<file path="config.mk">
export PLATFORM = sky130hd
export DESIGN_NAME = multicycle_control_flat
export DESIGN_NICKNAME = d
export VERILOG_FILES = /design/src/rtl/multicycle_control_if.sv /design/src/rtl/multicycle_control.sv /design/src/flat_wrapper.sv
export SDC_FILE = /design/constraint.sdc
export NUM_CORES = 1
export LEC_CHECK = 0
export CAP_MARGIN = 20
export CORE_MARGIN = 5
export CORE_UTILIZATION = 30
export CTS_CLUSTER_DIAMETER = 100
export DETAILED_ROUTE_END_ITERATION = 10
export HOLD_SLACK_MARGIN = 0.1
export PLACE_DENSITY = 0.64
export SLEW_MARGIN = 15
export SYNTH_ARGS = -nofsm -noshare
export SYNTH_HDL_FRONTEND = slang
export SYNTH_SLANG_ARGS = --single-unit
</file>
<file path="constraint.sdc">
create_clock -name clk -period 2.7 [get_ports clk]
set_input_delay 0.81 -clock clk [delete_from_list [all_inputs] [get_ports clk]]
set_output_delay 0.81 -clock clk [all_outputs]
set_load 0.02 [all_outputs]
</file>
<file path="src/rtl/multicycle_control_if.sv">
// Control <-> datapath bundle for the multicycle RISC-V controller.
// The controller takes the master modport. The datapath or bench takes the slave modport.
interface multicycle_control_if #(
  parameter int CNT_W = 32
);

  // Datapath to controller
  logic [31:0]      instr;
  logic             zero;
  logic             lt;
  logic             ltu;
  logic             mem_ready;

  // Controller to datapath
  logic             pc_write;
  logic             ir_write;
  logic             reg_write;
  logic             mem_write;
  logic             mem_read;
  logic             adr_src;
  logic [1:0]       result_src;
  logic [1:0]       alu_src_a;
  logic [1:0]       alu_src_b;
  logic [2:0]       imm_src;
  logic [3:0]       alu_ctrl;

  // Status / debug
  logic [3:0]       state;
  logic             illegal;
  logic [CNT_W-1:0] instret;

  modport master (
    input  instr, zero, lt, ltu, mem_ready,
    output pc_write, ir_write, reg_write, mem_write, mem_read, adr_src,
           result_src, alu_src_a, alu_src_b, imm_src, alu_ctrl,
           state, illegal, instret
  );

  modport slave (
    output instr, zero, lt, ltu, mem_ready,
    input  pc_write, ir_write, reg_write, mem_write, mem_read, adr_src,
           result_src, alu_src_a, alu_src_b, imm_src, alu_ctrl,
           state, illegal, instret
  );

endinterface

</file>
<file path="src/rtl/multicycle_control.sv">
// Main control FSM for a multicycle RV32I-subset datapath.
// The state and the retired-instruction count are registered.
// Datapath strobes and selects are decoded from the current state, the IR and the ALU flags.
module multicycle_control #(
  parameter int unsigned FULL_BRANCH = 1,
  parameter int unsigned MEM_WAIT_EN = 1,
  parameter int          CNT_W       = 32
) (
  input  logic                clk,
  input  logic                rst_n,
  multicycle_control_if.master bus
);

  typedef enum logic [3:0] {
    S_FETCH    = 4'd0,
    S_DECODE   = 4'd1,
    S_MEMADR   = 4'd2,
    S_MEMREAD  = 4'd3,
    S_MEMWB    = 4'd4,
    S_MEMWRITE = 4'd5,
    S_EXECR    = 4'd6,
    S_EXECI    = 4'd7,
    S_ALUWB    = 4'd8,
    S_BRANCH   = 4'd9,
    S_JUMP     = 4'd10,
    S_JALR     = 4'd11,
    S_LUI      = 4'd12
  } state_e;

  localparam logic [6:0] OP_LOAD   = 7'b0000011;
  localparam logic [6:0] OP_STORE  = 7'b0100011;
  localparam logic [6:0] OP_RTYPE  = 7'b0110011;
  localparam logic [6:0] OP_ITYPE  = 7'b0010011;
  localparam logic [6:0] OP_BRANCH = 7'b1100011;
  localparam logic [6:0] OP_JAL    = 7'b1101111;
  localparam logic [6:0] OP_JALR   = 7'b1100111;
  localparam logic [6:0] OP_LUI    = 7'b0110111;

  localparam logic [3:0] ALU_ADD   = 4'b0000;
  localparam logic [3:0] ALU_SUB   = 4'b0001;
  localparam logic [3:0] ALU_AND   = 4'b0010;
  localparam logic [3:0] ALU_OR    = 4'b0011;
  localparam logic [3:0] ALU_SLL   = 4'b0100;
  localparam logic [3:0] ALU_SLT   = 4'b0101;
  localparam logic [3:0] ALU_PASSB = 4'b0110;
  localparam logic [3:0] ALU_XOR   = 4'b0111;
  localparam logic [3:0] ALU_SRL   = 4'b1000;
  localparam logic [3:0] ALU_SRA   = 4'b1001;
  localparam logic [3:0] ALU_SLTU  = 4'b1010;

  localparam logic [1:0] SRCA_PC    = 2'b00;
  localparam logic [1:0] SRCA_OLDPC = 2'b01;
  localparam logic [1:0] SRCA_RS1   = 2'b10;
  localparam logic [1:0] SRCB_RS2   = 2'b00;
  localparam logic [1:0] SRCB_IMM   = 2'b01;
  localparam logic [1:0] SRCB_FOUR  = 2'b10;
  localparam logic [1:0] RES_ALUOUT = 2'b00;
  localparam logic [1:0] RES_RDATA  = 2'b01;

  localparam bit FULL_BR = (FULL_BRANCH != 0);
  localparam bit MEM_WAIT = (MEM_WAIT_EN != 0);

  // Maps funct3/funct7[5] to an ALU operation.
  // Only R-type uses funct7[5] to pick sub.
  // Shifts use it to pick sra in both R-type and I-type.
  function automatic logic [3:0] alu_decode(input logic [2:0] f3,
                                            input logic       f7_5,
                                            input logic       is_r);
    case (f3)
      3'b000:  return (is_r && f7_5) ? ALU_SUB : ALU_ADD;
      3'b001:  return ALU_SLL;
      3'b010:  return ALU_SLT;
      3'b011:  return ALU_SLTU;
      3'b100:  return ALU_XOR;
      3'b101:  return f7_5 ? ALU_SRA : ALU_SRL;
      3'b110:  return ALU_OR;
      default: return ALU_AND;
    endcase
  endfunction

  state_e           state_q, state_d;
  logic [CNT_W-1:0] instret_q, instret_d;

  logic [6:0] opcode;
  logic [2:0] funct3;
  logic       funct7_5;
  logic       mem_rdy;

  assign opcode   = bus.instr[6:0];
  assign funct3   = bus.instr[14:12];
  assign funct7_5 = bus.instr[30];

  // When memory waits are disabled, every access completes in one cycle.
  assign mem_rdy = MEM_WAIT ? bus.mem_ready : 1'b1;

  // Branch condition and legality from funct3.
  // blt..bgeu are legal only with the full branch set.
  logic br_legal, br_taken;
  always_comb begin
    // NOTE: every always_comb output gets a default first so no path leaves it unassigned (no latch).
    br_legal = 1'b0;
    br_taken = 1'b0;
    case (funct3)
      3'b000: begin br_legal = 1'b1;    br_taken = bus.zero;            end
      3'b001: begin br_legal = 1'b1;    br_taken = !bus.zero;           end
      3'b100: begin br_legal = FULL_BR; br_taken = FULL_BR && bus.lt;   end
      3'b101: begin br_legal = FULL_BR; br_taken = FULL_BR && !bus.lt;  end
      3'b110: begin br_legal = FULL_BR; br_taken = FULL_BR && bus.ltu;  end
      3'b111: begin br_legal = FULL_BR; br_taken = FULL_BR && !bus.ltu; end
      default: ;
    endcase
  end

  // Immediate format is decoded from the opcode in every state.
  // This lets the immediate generator settle before DECODE needs it.
  always_comb begin
    case (opcode)
      OP_LOAD, OP_ITYPE, OP_JALR: bus.imm_src = 3'b000;
      OP_STORE:                   bus.imm_src = 3'b001;
      OP_BRANCH:                  bus.imm_src = 3'b010;
      OP_JAL:                     bus.imm_src = 3'b011;
      OP_LUI:                     bus.imm_src = 3'b100;
      default:                    bus.imm_src = 3'b000;
    endcase
  end

  logic       pc_write_c, ir_write_c, reg_write_c, mem_write_c, mem_read_c;
  logic       illegal_c, retire;
  logic       adr_src_c;
  logic [1:0] result_src_c, alu_src_a_c, alu_src_b_c;
  logic [3:0] alu_ctrl_c;

  // Next-state logic and per-state datapath controls.
  always_comb begin
    state_d      = state_q;
    pc_write_c   = 1'b0;
    ir_write_c   = 1'b0;
    reg_write_c  = 1'b0;
    mem_write_c  = 1'b0;
    mem_read_c   = 1'b0;
    adr_src_c    = 1'b0;
    illegal_c    = 1'b0;
    retire       = 1'b0;
    result_src_c = RES_ALUOUT;
    alu_src_a_c  = SRCA_PC;
    alu_src_b_c  = SRCB_RS2;
    alu_ctrl_c   = ALU_ADD;

    case (state_q)
      S_FETCH: begin
        mem_read_c  = 1'b1;
        alu_src_b_c = SRCB_FOUR;
        pc_write_c  = mem_rdy;
        ir_write_c  = mem_rdy;
        if (mem_rdy) state_d = S_DECODE;
      end

      S_DECODE: begin
        // Precompute the branch/jal target oldPC+imm into ALUOut.
        alu_src_a_c = SRCA_OLDPC;
        alu_src_b_c = SRCB_IMM;
        case (opcode)
          OP_LOAD, OP_STORE: state_d = S_MEMADR;
          OP_RTYPE:          state_d = S_EXECR;
          OP_ITYPE:          state_d = S_EXECI;
          OP_BRANCH:         state_d = S_BRANCH;
          OP_JAL:            state_d = S_JUMP;
          OP_JALR:           state_d = S_JALR;
          OP_LUI:            state_d = S_LUI;
          default: begin
            illegal_c = 1'b1;
            state_d   = S_FETCH;
          end
        endcase
      end

      S_MEMADR: begin
        alu_src_a_c = SRCA_RS1;
        alu_src_b_c = SRCB_IMM;
        state_d     = (opcode == OP_LOAD) ? S_MEMREAD : S_MEMWRITE;
      end

      S_MEMREAD: begin
        adr_src_c  = 1'b1;
        mem_read_c = 1'b1;
        if (mem_rdy) state_d = S_MEMWB;
      end

      S_MEMWB: begin
        result_src_c = RES_RDATA;
        reg_write_c  = 1'b1;
        state_d      = S_FETCH;
        retire       = 1'b1;
      end

      S_MEMWRITE: begin
        adr_src_c   = 1'b1;
        mem_write_c = 1'b1;
        if (mem_rdy) begin
          state_d = S_FETCH;
          retire  = 1'b1;
        end
      end

      S_EXECR: begin
        alu_src_a_c = SRCA_RS1;
        alu_src_b_c = SRCB_RS2;
        alu_ctrl_c  = alu_decode(funct3, funct7_5, 1'b1);
        state_d     = S_ALUWB;
      end

      S_EXECI: begin
        alu_src_a_c = SRCA_RS1;
        alu_src_b_c = SRCB_IMM;
        alu_ctrl_c  = alu_decode(funct3, funct7_5, 1'b0);
        state_d     = S_ALUWB;
      end

      S_ALUWB: begin
        result_src_c = RES_ALUOUT;
        reg_write_c  = 1'b1;
        state_d      = S_FETCH;
        retire       = 1'b1;
      end

      S_BRANCH: begin
        // Compare rs1-rs2. The target computed in DECODE waits in ALUOut.
        alu_src_a_c  = SRCA_RS1;
        alu_src_b_c  = SRCB_RS2;
        alu_ctrl_c   = ALU_SUB;
        result_src_c = RES_ALUOUT;
        pc_write_c   = br_legal && br_taken;
        illegal_c    = !br_legal;
        state_d      = S_FETCH;
        retire       = br_legal;
      end

      S_JALR: begin
        alu_src_a_c = SRCA_RS1;
        alu_src_b_c = SRCB_IMM;
        state_d     = S_JUMP;
      end

      S_JUMP: begin
        // PC takes the target from ALUOut while the ALU forms oldPC+4 for rd.
        pc_write_c   = 1'b1;
        result_src_c = RES_ALUOUT;
        alu_src_a_c  = SRCA_OLDPC;
        alu_src_b_c  = SRCB_FOUR;
        state_d      = S_ALUWB;
      end

      S_LUI: begin
        alu_src_b_c = SRCB_IMM;
        alu_ctrl_c  = ALU_PASSB;
        state_d     = S_ALUWB;
      end

      default: state_d = S_FETCH;
    endcase

    instret_d = retire ? instret_q + CNT_W'(1) : instret_q;
  end

  // State and retired-instruction counter registers.
  always_ff @(posedge clk or negedge rst_n) begin
    // NOTE: sequential state uses non-blocking assignments only, so every flop samples pre-edge values.
    if (!rst_n) begin
      state_q   <= S_FETCH;
      instret_q <= '0;
    end else begin
      state_q   <= state_d;
      instret_q <= instret_d;
    end
  end

  // NOTE: strobes are ANDed with rst_n so they drop the moment reset asserts, even mid-wait, not at the next edge.
  assign bus.pc_write   = pc_write_c  & rst_n;
  assign bus.ir_write   = ir_write_c  & rst_n;
  assign bus.reg_write  = reg_write_c & rst_n;
  assign bus.mem_write  = mem_write_c & rst_n;
  assign bus.mem_read   = mem_read_c  & rst_n;
  assign bus.illegal    = illegal_c   & rst_n;
  assign bus.adr_src    = adr_src_c;
  assign bus.result_src = result_src_c;
  assign bus.alu_src_a  = alu_src_a_c;
  assign bus.alu_src_b  = alu_src_b_c;
  assign bus.alu_ctrl   = alu_ctrl_c;
  assign bus.state      = state_q;
  assign bus.instret    = instret_q;

endmodule

</file>
<file path="src/flat_wrapper.sv">
// flat-port wrapper written by rule: the top's interface ports become plain ports
module multicycle_control_flat 
#(
  parameter int unsigned FULL_BRANCH = 1,
  parameter int unsigned MEM_WAIT_EN = 1,
  parameter int          CNT_W       = 32
)
  (clk, rst_n, bus_instr, bus_zero, bus_lt, bus_ltu, bus_mem_ready, bus_pc_write, bus_ir_write, bus_reg_write, bus_mem_write, bus_mem_read, bus_adr_src, bus_result_src, bus_alu_src_a, bus_alu_src_b, bus_imm_src, bus_alu_ctrl, bus_state, bus_illegal, bus_instret);
  multicycle_control_if #(.CNT_W(CNT_W)) bus_i ();
  input  logic clk;
  input  logic rst_n;
  input wire logic [$bits(bus_i.instr)-1:0] bus_instr;
  input wire logic [$bits(bus_i.zero)-1:0] bus_zero;
  input wire logic [$bits(bus_i.lt)-1:0] bus_lt;
  input wire logic [$bits(bus_i.ltu)-1:0] bus_ltu;
  input wire logic [$bits(bus_i.mem_ready)-1:0] bus_mem_ready;
  output wire logic [$bits(bus_i.pc_write)-1:0] bus_pc_write;
  output wire logic [$bits(bus_i.ir_write)-1:0] bus_ir_write;
  output wire logic [$bits(bus_i.reg_write)-1:0] bus_reg_write;
  output wire logic [$bits(bus_i.mem_write)-1:0] bus_mem_write;
  output wire logic [$bits(bus_i.mem_read)-1:0] bus_mem_read;
  output wire logic [$bits(bus_i.adr_src)-1:0] bus_adr_src;
  output wire logic [$bits(bus_i.result_src)-1:0] bus_result_src;
  output wire logic [$bits(bus_i.alu_src_a)-1:0] bus_alu_src_a;
  output wire logic [$bits(bus_i.alu_src_b)-1:0] bus_alu_src_b;
  output wire logic [$bits(bus_i.imm_src)-1:0] bus_imm_src;
  output wire logic [$bits(bus_i.alu_ctrl)-1:0] bus_alu_ctrl;
  output wire logic [$bits(bus_i.state)-1:0] bus_state;
  output wire logic [$bits(bus_i.illegal)-1:0] bus_illegal;
  output wire logic [$bits(bus_i.instret)-1:0] bus_instret;
  assign bus_i.instr = bus_instr;
  assign bus_i.zero = bus_zero;
  assign bus_i.lt = bus_lt;
  assign bus_i.ltu = bus_ltu;
  assign bus_i.mem_ready = bus_mem_ready;
  assign bus_pc_write = bus_i.pc_write;
  assign bus_ir_write = bus_i.ir_write;
  assign bus_reg_write = bus_i.reg_write;
  assign bus_mem_write = bus_i.mem_write;
  assign bus_mem_read = bus_i.mem_read;
  assign bus_adr_src = bus_i.adr_src;
  assign bus_result_src = bus_i.result_src;
  assign bus_alu_src_a = bus_i.alu_src_a;
  assign bus_alu_src_b = bus_i.alu_src_b;
  assign bus_imm_src = bus_i.imm_src;
  assign bus_alu_ctrl = bus_i.alu_ctrl;
  assign bus_state = bus_i.state;
  assign bus_illegal = bus_i.illegal;
  assign bus_instret = bus_i.instret;
  multicycle_control #(.FULL_BRANCH(FULL_BRANCH), .MEM_WAIT_EN(MEM_WAIT_EN), .CNT_W(CNT_W)) u_core (.clk(clk), .rst_n(rst_n), .bus(bus_i));
endmodule
</file>
**Yosys cells after proc, flatten, opt, wreduce, memory -nomap -nowiden**

Index checks and enable logic that the tools add are counted.

- Add/subtract/negate cells: 1
- Eq/ne operators: 30
- Multiplexer cells: 27
- Bitwise logic cells: 6
- Reductions and logical operators: 19

Operators by type and width:

| operator | number |
|---|---|
| 4-bit case mux with 7 select lines | 4 |
| 32-bit by 1-bit adder with 32-bit output, second input constant | 1 |
| 7-bit by 6-bit equality test with 1-bit output, second input constant | 3 |
| 7-bit equality test, second input constant | 3 |
| 4-bit equality test, second input constant | 5 |
| 4-bit by 3-bit equality test with 1-bit output, second input constant | 4 |
| 4-bit case mux with 4 select lines | 1 |
| 3-bit equality test, second input constant | 4 |
| 4-bit 2-to-1 mux | 3 |
| 3-bit case mux with 4 select lines | 1 |
| 2-bit OR reduction | 6 |
| 1-bit 2-to-1 mux | 11 |
| 5-bit OR reduction | 2 |
| 4-bit by 2-bit equality test with 1-bit output, second input constant | 2 |
| 2-bit case mux with 2 select lines | 2 |
| 8-bit OR reduction | 1 |
| 7-bit by 2-bit equality test with 1-bit output, second input constant | 1 |
| 7-bit by 5-bit equality test with 1-bit output, second input constant | 1 |
| 1-bit AND | 6 |
| 3-bit by 2-bit equality test with 1-bit output, second input constant | 2 |
| 2-bit != test, second input constant | 3 |
| 1-bit case mux with 3 select lines | 2 |
| 1-bit case mux with 6 select lines | 1 |
| 6-bit OR reduction | 1 |
| other kinds (10) | 13 |

- Bits in registers: 36
- Input port bits: 38
- Output and inout bits: 56

**Depth between registers and ports, before layout**

- Depth in word-level cells: 6
- Gate-level depth with buffers: 6
- Gate-level depth less buffers: 5

**Least setup slack after synthesis**

No wires, ideal clock.

- Path type: input port to output port
- From: input port bus_instr[13]
- To: output port bus_pc_write
- Arrival time: 2.010 ns
- Required time: 1.890 ns
- Setup slack: -0.120 ns
- Stages on the path: 5
- Path buffers: 1
- Cell sequence: clkbuf_1 -> mux2i_1 -> xnor2_1 -> a21oi_1 -> o21ai_0

- Longest elaborated chain between the ends: 6
- Elaborated cells between the ends (all ways): 12

RTL lines:

| item | RTL line | text |
|---|---|---|
| from (decl) | flat_wrapper.sv:12 | `input wire logic [$bits(bus_i.instr)-1:0] bus_instr;` |
| 3-bit equality test, or another cell as far along | multicycle_control.sv:103 | `case (funct3)` |
| 6-bit OR reduction (no source line) | n/a |  |
| 1-bit 2-to-1 mux | multicycle_control.sv:103 |  |
| 1-bit logical AND (*) | multicycle_control.sv:232 | `pc_write_c = br_legal && br_taken;` |
| 1-bit case mux with 3 select lines (*) | multicycle_control.sv:149 | `case (state_q)` |
| 1-bit AND (*) | multicycle_control.sv:278 | `assign bus.pc_write = pc_write_c & rst_n;` |
| to (decl) | flat_wrapper.sv:17 | `output wire logic [$bits(bus_i.pc_write)-1:0] bus_pc_write;` |

Every way passes the cells marked *; elsewhere a longest branch is shown, timed or not.

**Worst setup path in the final report**

- From: input port bus_instr[2]
- To: output port bus_illegal

- Longest elaborated chain between the ends: 5
- Elaborated cells between the ends (all ways): 12

RTL lines:

| item | RTL line | text |
|---|---|---|
| 7-bit by 6-bit equality test with 1-bit output, or another cell as far along | multicycle_control.sv:162 | `case (opcode)` |
| 8-bit OR reduction (no source line) (*) | n/a |  |
| 1-bit 2-to-1 mux (*) | multicycle_control.sv:162 |  |
| 1-bit case mux with 2 select lines (*) | multicycle_control.sv:149 |  |
| 1-bit AND (*) | multicycle_control.sv:283 | `assign bus.illegal = illegal_c & rst_n;` |
| to (decl) | flat_wrapper.sv:29 | `output wire logic [$bits(bus_i.illegal)-1:0] bus_illegal;` |

Marked as above.

==> flow_summary.html <==
<table>
<tr><th>Metric</th><th>Value</th></tr>
<tr><th colspan="2">Finish</th></tr>
<tr><td>Final standard cell count with taps included and fillers excluded</td><td>477</td></tr>
<tr><td>Fin area</td><td>3530 um^2</td></tr>
<tr><td>Fill cell count</td><td>763</td></tr>
<tr><td>Count of nets after finishing</td><td>414</td></tr>
<tr><td>Share of post-route cells with drive strength above 1</td><td>22.4%</td></tr>
<tr><td>Core occupancy in the finished layout</td><td>45.7%</td></tr>
<tr><td>Antenna cell count</td><td>0</td></tr>
<tr><td>Synth-to-layout area growth</td><td>48.1%</td></tr>
<tr><th colspan="2">Min path</th></tr>
<tr><td>Worst hold-check path type</td><td>input pin to async pin</td></tr>
<tr><th colspan="2">Yosys</th></tr>
<tr><td>Cell accounting for the most synthesized area</td><td>dfrtp_1</td></tr>
<tr><td>Most used standard cells in the synthesized netlist</td><td>36 x dfrtp_1, 35 x xnor2_1, 23 x nor2_1</td></tr>
<tr><td>Top cell type's share of synthesized area</td><td>37.8%</td></tr>
<tr><td>Share of synthesized flip-flops with an asynchronous set or reset</td><td>100%</td></tr>
<tr><td>Total nets after synthesis</td><td>316</td></tr>
<tr><td>Cell area after synthesis</td><td>2380 um^2</td></tr>
<tr><td>Biggest area contributors in the synthesized netlist</td><td>dfrtp_1 38%, xnor2_1 13%, nand4_1 4.7%, nand3_1 4.0%, nor2_1 3.6%</td></tr>
<tr><td>Most used DFF post-synth</td><td>dfrtp_1</td></tr>
<tr><td>Synth Register Bits</td><td>36</td></tr>
<tr><td>Per-instance average area after synthesis</td><td>8.61 um^2</td></tr>
<tr><td>Share of the yosys chip area belonging to registers</td><td>37.8%</td></tr>
<tr><td>Yosys synthesis warning count</td><td>0</td></tr>
<tr><td>Cell with the most instances after synthesis</td><td>dfrtp_1</td></tr>
<tr><td>Mapped Cells</td><td>277</td></tr>
<tr><td>Distinct cell type count of the synthesized netlist</td><td>44</td></tr>
<tr><td>Number of enable flip-flop cells after synthesis</td><td>0</td></tr>
<tr><th colspan="2">STA</th></tr>
<tr><td>Setup-violating endpoint count in the final report</td><td>0</td></tr>
<tr><td>Headroom to the max-slew limit</td><td>55.4%</td></tr>
<tr><td>Final Skew</td><td>2.55 ps</td></tr>
<tr><td>Actual transition at the worst max-transition pin</td><td>664 ps</td></tr>
<tr><td>Pins Over Slew Limit</td><td>0</td></tr>
<tr><td>Number of hold-slack violations in the final timing report</td><td>0</td></tr>
<tr><td>Slack of the critical path</td><td>18.4 ps</td></tr>
<tr><td>Timing-limited maximum frequency</td><td>0.373 GHz</td></tr>
<tr><td>Summed negative setup slack over all endpoints</td><td>0 ps</td></tr>
<tr><td>Period minus WS final</td><td>2680 ps</td></tr>
<tr><td>Final worst-path cycle share</td><td>99.3%</td></tr>
<tr><td>Setup repair after global routing missed its margin</td><td>true</td></tr>
<tr><th colspan="2">Route</th></tr>
<tr><td>Initial DRT Pass Iterations</td><td>4</td></tr>
<tr><td>Via count normalized by instance count</td><td>4.96</td></tr>
<tr><td>Final routed wirelength across all metal layers</td><td>6.48 mm</td></tr>
<tr><td>Vias post-DR</td><td>2364</td></tr>
<tr><td>Residual DRC</td><td>0</td></tr>
<tr><td>Detailed Route Iter0 Violations</td><td>65</td></tr>
<tr><td>Routed Antenna Nets</td><td>0</td></tr>
<tr><td>Average routed wire per standard cell</td><td>13.6 um</td></tr>
<tr><th colspan="2">Pwr</th></tr>
<tr><td>Power density over the cells</td><td>371 nW/um^2</td></tr>
<tr><td>Maximum vdd drop</td><td>0.000194 V</td></tr>
<tr><td>Leakage Power</td><td>1.50 nW</td></tr>
<tr><th colspan="2">Critical path</th></tr>
<tr><td>Highest fanout seen on the critical path</td><td>6</td></tr>
<tr><td>CP Class</td><td>input pin to primary output</td></tr>
<tr><td>R2R setup slack</td><td>730 ps</td></tr>
<tr><td>Capturing element type of the critical path</td><td>primary output</td></tr>
<tr><td>Required time of the worst setup path</td><td>1890 ps</td></tr>
<tr><td>Worst path arrival time</td><td>1870 ps</td></tr>
<tr><td>Number of cell instances on the worst register-to-register path</td><td>6</td></tr>
<tr><td>Critical Path Source Type</td><td>input pin</td></tr>
<tr><th colspan="2">Die</th></tr>
<tr><td>Core outline area</td><td>7730 um^2</td></tr>
<tr><td>Total Die Area</td><td>9830 um^2</td></tr>
<tr><td>Initial Utilization</td><td>30.9%</td></tr>
<tr><td>Die Span X</td><td>99.2 um</td></tr>
<tr><td>Cell row count</td><td>32</td></tr>
<tr><td>IO Pins</td><td>94</td></tr>
<tr><td>Floorplan die height</td><td>99.2 um</td></tr>
<tr><th colspan="2">GRT</th></tr>
<tr><td>Aggregate global-route resource usage</td><td>13.1%</td></tr>
<tr><td>Pin count of the biggest net entering global routing</td><td>33</td></tr>
<tr><td>Total congestion overflow</td><td>0</td></tr>
<tr><td>Via count of the first global-routing pass</td><td>2302</td></tr>
<tr><td>Antenna violations before repair</td><td>0</td></tr>
<tr><td>First-pass GRT wire length</td><td>10.8 mm</td></tr>
<tr><th colspan="2">Placed design</th></tr>
<tr><td>Placed inst area</td><td>3440 um^2</td></tr>
<tr><td>Buffers added on ports</td><td>71</td></tr>
<tr><td>Inst Count DP</td><td>468</td></tr>
<tr><td>Dpl hpwl</td><td>5.03 mm</td></tr>
<tr><td>RD Place Congestion</td><td>0.876</td></tr>
<tr><td>Pre-CTS WS</td><td>-738 ps</td></tr>
<tr><th colspan="2">Clock network</th></tr>
<tr><td># hold bufs at CTS</td><td>0</td></tr>
<tr><td>Total clock buffers created by CTS</td><td>5</td></tr>
<tr><td>CTS Sinks</td><td>36</td></tr>
<tr><td>CTS Buffer Depth</td><td>2</td></tr>
<tr><td>Clk Latency, worst-skew pair</td><td>280 ps</td></tr>
<tr><td>CTS tree</td><td>yes</td></tr>
<tr><td>Number of H-tree branching levels</td><td>2</td></tr>
<tr><td>Clock transition at the registers of the reported paths</td><td>60 ps</td></tr>
<tr><td>Root buffer selected by CTS</td><td>clkbuf_8</td></tr>
<tr><th colspan="2">Run status</th></tr>
<tr><td>Status</td><td>finished clean</td></tr>
<tr><th colspan="2">Job</th></tr>
<tr><td>Count of maximum capacitance violations</td><td>0</td></tr>
</table>
-- sequential cells by signal (all words and copies together), names as in the netlist --
name                cells
u_core.bus.instret     32
u_core.bus.state        4
-- power breakdown --
group          internal, mW  switching [mW]  total, mW
combinational         0.171           0.190      0.361
clock                 0.175           0.168      0.343
sequential            0.563          0.0411      0.604
-- layout make-up --
type	instances	area (um^2)	area share (%)
Multi-Input combinational cell	210	1410	40.0
Clock inverter	1	5.00	0.142
Sequential cell	36	906	25.7
Clock buffer	6	72.6	2.06
Inverter	10	37.5	1.06
Tap cell	102	128	3.61
Timing Repair Buffer	112	970	27.5
-- logic make-up after synthesis --
kind of cell | synth area share, %
and+or+nand+nor | 30.9
buffers and inverters | 5.46
other | 0.157
DFF | 37.8
xor gates and xnor gates | 13.9
AOI/OAI and AO/OA | 9.44
adders and majority gates | 0.525
muxes | 1.84
-- routing by layer --
| layer | up-vias | GRT usage, % | wire length, um |
|---|---|---|---|
| li1 | 1177 | - | - |
| met2 | 64 | 21.9 | 3080 |
| met1 | 1115 | 17.2 | 2980 |
| met3 | 8 | 3.02 | 345 |
| met5 | - | 0 | 0 |
| met4 | 0 | 3.26 | 76 |
-- critical path, cell delays in order --
cell,delay (ps)
dlygate4sd2_1,270
buf_6,150
a211oi_2,140
nor3_1,60
o311a_1,280
buf_2,160
-- through the flow --
| step | hold WS (ps) | total power, mW |
|---|---|---|
| final | 470 | 1.31 |
| after global routing | 470 | 1.38 |
| after CTS | 461 | 1.33 |
| after detailed placement | 468 | 0.983 |
| after global placement | 465 | 0.979 |
| after floorplan | 514 | 0.793 |
-- repair_timing --
action / CTS / global route
endpoints found under the setup margin: 18 / 9
cloned: 0 / 0
gates resized for setup: 78 / 19
endpoints found under the hold margin: 0 / 0
buffers inserted: 2 / 0
pin swaps: 3 / 5
-- layout by cell type, fill, tap and decap left out, drive strengths merged, types with 2 or more instances in the layout --
cell type      count
nand3             19
dfrtp             36
o211ai             3
a211oi             4
xnor2             36
nand4b             3
nand3b             3
clkdlybuf4s50     39
clkbuf            10
inv               10
nor3              17
nor2b              8
and3              10
mux2               3
o21ai              9
nand2             13
dlygate4sd2       13
a31oi              2
nand4             18
nor2              23
nand2b             6
nor4               6
and4               2
buf               52
dlymetal6s2s       4
a21oi              8
-- worst paths after layout --
path | endpoint | start
max | bus_illegal | bus_instr[2]
min | u_core.bus.state[0] | rst_n
max reg2reg | u_core.bus.instret[1] | u_core.bus.state[3]
min reg2reg | u_core.bus.instret[31] | u_core.bus.instret[31]
max in group asynchronous | u_core.bus.instret[31] | rst_n
min in group clk | u_core.bus.instret[31] | u_core.bus.instret[31]
No activity file was read; power rests on OpenSTA's default activity.
